===== src/rtl/shift_pipe.sv =====
`default_nettype none
// ============================================================================
// Module      : shift_pipe
// Description : Two-stage pipelined barrel shifter (SLL / SRA / ROR / ROL)
//               with valid/ready handshakes on both sides and a sideband tag
//               that travels with every operation.
//
//               Stage S1 applies the low half of the shift amount
//               (bits [LO-1:0]). Stage S2 applies the remaining bits
//               [SHAMT_W-1:LO]. Each bit k is one 2^k mux layer.
//
// Ports       : clk       - clock, rising edge
//               rst_n     - synchronous active-low reset
//               in_valid  - request present
//               in_ready  - request can be accepted this cycle
//               in_data   - operand
//               in_shamt  - shift amount, 0..WIDTH-1
//               in_mode   - 00 SLL, 01 SRA, 10 ROR, 11 ROL
//               in_tag    - sideband value, returned unchanged
//               out_valid - result present
//               out_ready - consumer accepts the result
//               out_data  - shifted result
//               out_zero  - out_data == 0
//               out_tag   - tag of the request that produced out_data
//
// Revision    : 1.0 - initial release
// ============================================================================
module shift_pipe #(
    parameter  int WIDTH   = 16,
    parameter  int TAG_W   = 4,
    localparam int SHAMT_W = $clog2(WIDTH)
) (
    input  logic               clk,
    input  logic               rst_n,

    input  logic               in_valid,
    output logic               in_ready,
    input  logic [WIDTH-1:0]   in_data,
    input  logic [SHAMT_W-1:0] in_shamt,
    input  logic [1:0]         in_mode,
    input  logic [TAG_W-1:0]   in_tag,

    output logic               out_valid,
    input  logic               out_ready,
    output logic [WIDTH-1:0]   out_data,
    output logic               out_zero,
    output logic [TAG_W-1:0]   out_tag
);

    // Split point of the shift amount between the two stages.
    localparam int LO    = SHAMT_W / 2;
    localparam int HI_W  = SHAMT_W - LO;

    localparam logic [1:0] c_mode_sll = 2'b00;
    localparam logic [1:0] c_mode_sra = 2'b01;
    localparam logic [1:0] c_mode_ror = 2'b10;

    // ------------------------------------------------------------------
    // One log-shifter layer: shift/rotate d by a fixed amount sh.
    // For SRA the fill comes from msb, the sign of the original operand,
    // so the second stage fills correctly even after the first stage has
    // already moved the sign bit.
    // ------------------------------------------------------------------
    function automatic logic [WIDTH-1:0] shift_layer(
        input logic [WIDTH-1:0] d,
        input logic [1:0]       mode,
        input logic             msb,
        input int               sh
    );
        logic [2*WIDTH-1:0] ext;
        logic [WIDTH-1:0]   r;
        ext = {{WIDTH{msb}}, d} >> sh;
        case (mode)
            c_mode_sll: r = d << sh;
            c_mode_sra: r = ext[WIDTH-1:0];
            c_mode_ror: r = (d >> sh) | (d << (WIDTH - sh));
            default:    r = (d << sh) | (d >> (WIDTH - sh));
        endcase
        return r;
    endfunction

    // Apply the mux layers for amount bits [last-1:first].
    function automatic logic [WIDTH-1:0] apply_layers(
        input logic [WIDTH-1:0]   d,
        input logic [1:0]         mode,
        input logic               msb,
        input logic [SHAMT_W-1:0] amt,
        input int                 first,
        input int                 last
    );
        logic [WIDTH-1:0]   r;
        logic [SHAMT_W-1:0] a;
        r = d;
        a = amt >> first;
        for (int k = first; k < last; k++) begin
            if (a[0]) begin
                r = shift_layer(r, mode, msb, 1 << k);
            end
            a = a >> 1;
        end
        return r;
    endfunction

    // ------------------------------------------------------------------
    // Stage registers
    // ------------------------------------------------------------------
    logic               s1_valid_q, s1_valid_d;
    logic [WIDTH-1:0]   s1_data_q,  s1_data_d;
    logic [HI_W-1:0]    s1_shamt_q, s1_shamt_d;
    logic [1:0]         s1_mode_q,  s1_mode_d;
    logic               s1_msb_q,   s1_msb_d;
    logic [TAG_W-1:0]   s1_tag_q,   s1_tag_d;

    logic               s2_valid_q, s2_valid_d;
    logic [WIDTH-1:0]   s2_data_q,  s2_data_d;
    logic               s2_zero_q,  s2_zero_d;
    logic [TAG_W-1:0]   s2_tag_q,   s2_tag_d;

    logic               w_stall;
    logic [SHAMT_W-1:0] w_s2_amt;

    // Both stages freeze together while the output is blocked.
    assign w_stall  = s2_valid_q && !out_ready;
    assign in_ready = !w_stall;

    // Remaining amount for S2, realigned to its original bit positions.
    assign w_s2_amt = {s1_shamt_q, {LO{1'b0}}};

    always_comb begin
        s1_valid_d = s1_valid_q;
        s1_data_d  = s1_data_q;
        s1_shamt_d = s1_shamt_q;
        s1_mode_d  = s1_mode_q;
        s1_msb_d   = s1_msb_q;
        s1_tag_d   = s1_tag_q;
        s2_valid_d = s2_valid_q;
        s2_data_d  = s2_data_q;
        s2_zero_d  = s2_zero_q;
        s2_tag_d   = s2_tag_q;

        if (!w_stall) begin
            s1_valid_d = in_valid;
            s1_data_d  = apply_layers(in_data, in_mode, in_data[WIDTH-1],
                                      in_shamt, 0, LO);
            s1_shamt_d = in_shamt[SHAMT_W-1:LO];
            s1_mode_d  = in_mode;
            s1_msb_d   = in_data[WIDTH-1];
            s1_tag_d   = in_tag;

            s2_valid_d = s1_valid_q;
            s2_data_d  = apply_layers(s1_data_q, s1_mode_q, s1_msb_q,
                                      w_s2_amt, LO, SHAMT_W);
            // Registered alongside the data so it always matches out_data.
            s2_zero_d  = (s2_data_d == '0);
            s2_tag_d   = s1_tag_q;
        end
    end

    always_ff @(posedge clk) begin
        if (!rst_n) begin
            s1_valid_q <= 1'b0;
            s1_data_q  <= '0;
            s1_shamt_q <= '0;
            s1_mode_q  <= '0;
            s1_msb_q   <= 1'b0;
            s1_tag_q   <= '0;
            s2_valid_q <= 1'b0;
            s2_data_q  <= '0;
            s2_zero_q  <= 1'b1;
            s2_tag_q   <= '0;
        end else begin
            s1_valid_q <= s1_valid_d;
            s1_data_q  <= s1_data_d;
            s1_shamt_q <= s1_shamt_d;
            s1_mode_q  <= s1_mode_d;
            s1_msb_q   <= s1_msb_d;
            s1_tag_q   <= s1_tag_d;
            s2_valid_q <= s2_valid_d;
            s2_data_q  <= s2_data_d;
            s2_zero_q  <= s2_zero_d;
            s2_tag_q   <= s2_tag_d;
        end
    end

    assign out_valid = s2_valid_q;
    assign out_data  = s2_data_q;
    assign out_zero  = s2_zero_q;
    assign out_tag   = s2_tag_q;

endmodule
`default_nettype wire


===== config.mk =====
export PLATFORM = sky130hd
export DESIGN_NAME = shift_pipe
export DESIGN_NICKNAME = d
export VERILOG_FILES = /design/src/rtl/shift_pipe.sv
export SDC_FILE = /design/constraint.sdc
export NUM_CORES = 1
export LEC_CHECK = 0
export CORE_ASPECT_RATIO = 0.5
export CORE_MARGIN = 2
export CORE_UTILIZATION = 50
export CTS_CLUSTER_SIZE = 12
export DETAILED_ROUTE_END_ITERATION = 12
export PLACE_DENSITY = 0.73
export SLEW_MARGIN = 20
export SYNTH_ARGS = -nofsm -noshare
export SYNTH_HDL_FRONTEND = slang
export SYNTH_SLANG_ARGS = --single-unit

===== constraint.sdc =====
create_clock -name clk -period 2.8 [get_ports clk]
set_input_delay 0.42 -clock clk [delete_from_list [all_inputs] [get_ports clk]]
set_output_delay 0.42 -clock clk [all_outputs]
set_load 0.02 [all_outputs]

==> reports/qor.csv <==
stage,metric,value,unit
routing,ant_nets,0,
routing,vias_per_cell,6.05,
clock_network,cts_root_buffer,clkbuf_16,
cells_and_area,final_cell_mix,"clkdlybuf4s50_1, nand2_1, dfxtp_1, nor2_1, a21oi_1",
timing,final-max-slew-violation-count,0,
synth,yosys_warnings,0,
global_route,grt_pass1_wl,16500,µm
clock_network,ctsHtreeMaxLevel,2,
synth,async_flop_share,0,%
global_route,antenna_found_initial,0,
timing,setup_tns,0,ns
placement,dpl.hpwl,7280,µm
routing,met3_length,817,µm
routing,routed.top_layer,met4,
synth,ys_types,62,
power_and_ir_drop,ir_drop,0.282,mV
synth,yosys.area.top_type,dfxtp_1,
routing,wl_met1,4780,µm
cells_and_area,syn2layout_area_growth,22.4,%
floorplan,floorplan.initialDensity,52.9,%
status,status,"finished, final reports clean",
clock_network,clock_latency,0.29,ns
synth,synth-edff-count,0,
cells_and_area,drive_above_1_share,11.1,%
synth,avgSynthCellArea,7.84,µm²
routing,drc,0,
setup_path,cp.arrival,2.65,ns
power_and_ir_drop,p_per_area,477,nW/µm²
timing,setup_viol_count_final,0,
synth,yosys_most_used_dff,dfxtp_1,
timing,slew_headroom,51.6,%
floorplan,die_x,124,µm
setup_path,start_kind,primary input,
setup_path,r2r_cells,7,
floorplan,io_pins,53,
timing,finalHoldViolations,0,
clock_network,path_clk_slew,0.07,ns
floorplan,die_h,64.1,µm
synth,ys_seq_elements,48,
placement,io_buffers,52,
flow_run,maxCapViolCount,0,
floorplan,rows,21,
setup_path,endpoint_kind,register,
synth,synth_nets,491,
synth,synthCells,461,
floorplan,core-area,6830,µm²
synth,synthTopCellsByArea,"dfxtp_1, mux2i_1, nand2_1",
synth,synth_top_cell_area_share,26.6,%
cells_and_area,post-route-util,64.8,%
global_route,track_usage,25.3,%
min_path,hp-class,register to register,
cells_and_area,fillCellCount,584,
synth,synth_area,3610,µm²
timing,worst_slew_pin_slew,0.724,ns
power_and_ir_drop,leakage,1.73,nW
clock_network,holdBufCountCts,0,
routing,wire_per_inst,16.6,µm
global_route,grt_pass1_vias,3232,
routing,routed_wl,9890,µm
clock_network,cts_resized,0,
cells_and_area,final_common_cell,clkdlybuf4s50_1,
routing,wl_met2,4170,µm
timing,rsz0062_at_grt,no,
timing,post-route-min-period,2.48,ns
floorplan,dieArea,7970,µm²
setup_path,crit_fanout,19,
routing,vias,3605,
clock_network,cts_inserted_buffers,5,
cells_and_area,diodes,0,
setup_path,ff2ff_setup_slack,0.40,ns
min_path,hold_depth,2,
min_path,hp-start,out_data[8]$_SDFFE_PN0N_,
setup_path,r2r_start,s1_mode_q[1]$_SDFFE_PN0N_,
synth,yosysSeqAreaShare,26.6,%
timing,post-route-period-util,88.5,%
routing,firstDrtPassIters,5,
global_route,grt_start_max_net_pins,47,
routing,drt_iter0_markers,342,
clock_network,numClockSinks,48,
min_path,hold_end,out_data[8]$_SDFFE_PN0N_,
clock_network,clk_path_buf_depth,2,
setup_path,r2r-end,out_zero$_SDFFE_PN1N_,
global_route,grt_overflow,0,
setup_path,critPathRequiredTime,2.97,ns
placement,gp_congestion,0.960,
clock_network,postCtsSetupRepairBufs,0,
timing,fmax,404,MHz
setup_path,crit_type,primary input to register,
timing,fin_skew,0.00261,ns
cells_and_area,fin_nets,533,
clock_network,cts_tree,done,
through the flow:
stage	hold slack [ns]	worst slack, ns	area, µm²	power, mW	instances
2_1_floorplan	0.441	0.781	3610	1.25	461
3_3_place_gp	0.439	0.0649	4270	1.47	588
3_5_place_dp	0.449	0.00353	4270	1.48	588
4_1_cts	0.456	0.317	4420	2.11	596
5_1_grt	0.475	0.172	4420	2.21	596
6_report	0.453	0.322	4420	2.11	596
state kept, by name, summed over array words and instances, names as in the netlist:
register	cells
s1_data_q	16
s1_shamt_q	2
s1_mode_q	2
s1_tag_q	4
out_tag	4
out_zero	1
s1_msb_q	1
out_data	16
out_valid	1
s1_valid_q	1
area by class of cell:
class | count | area, µm² | share of cell area [%]
Inverter | 9 | 33.8 | 0.764
Clock buffer | 6 | 139 | 3.14
Tap cell | 92 | 115 | 2.60
Timing Repair Buffer | 76 | 726 | 16.4
Clock inverter | 2 | 13.8 | 0.311
Multi-Input combinational cell | 363 | 2440 | 55.1
Sequential cell | 48 | 961 | 21.7
logic make-up after synthesis:
group | count (synthesis) | share of synthesized area, %
AO/OA/AOI/OAI | 149 | 27.8
flip-flops | 48 | 26.6
buffers and inverters | 50 | 6.23
multiplexers | 50 | 15.9
XOR/XNOR | 2 | 1.52
AND/OR/NAND/NOR | 162 | 22.0
how the worst max path moves through the flow:
stage / from / to / slack [ns] / cells after the start
finish: in_mode[0] / s1_data_q[8]$_SDFFE_PN0N_ / 0.32 / 8
global route: in_mode[0] / s1_data_q[15]$_SDFFE_PN0N_ / 0.17 / 7
CTS: in_mode[0] / s1_data_q[8]$_SDFFE_PN0N_ / 0.32 / 8
detailed placement: in_mode[0] / s1_data_q[8]$_SDFFE_PN0N_ / 0.004 / 8
global placement: in_mode[0] / s1_data_q[2]$_SDFFE_PN0N_ / 0.06 / 8
floorplan: in_mode[0] / s1_data_q[13]$_SDFFE_PN0N_ / 0.78 / 8
layer usage:
metal / up-vias / GRT usage (%)
met5: - / 0
met4: 0 / 6.74
met3: 14 / 4.44
met2: 150 / 39.7
met1: 1666 / 36.1
li1: 1775 / -
synth_stat cells (10+ instances only):
cell type / count
buf_2: 12
a211oi_1: 14
nand2b_1: 11
a21oi_1: 38
nand3_1: 13
mux2i_1: 33
nand2_1: 51
dfxtp_1: 48
mux2_2: 10
nor2b_1: 10
nor2_1: 43
clkbuf_1: 24
o21ai_0: 27
a21boi_0: 14
power breakdown:
group          internal, mW  switching (mW)  leakage, nW
clock network         0.358           0.276       0.0772
registers             0.743          0.0784        0.398
logic                 0.320           0.336         1.25
total                  1.42           0.690         1.73
worst max-delay path: stages:
cell	delay [ns]
clkdlybuf4s50_1	0.50
xnor2_4	0.64
buf_4	0.27
mux2i_1	0.19
a21oi_1	0.13
mux2_2	0.27
a21oi_1	0.16
o21ai_1	0.07
Power figures use the tool's default switching activity.
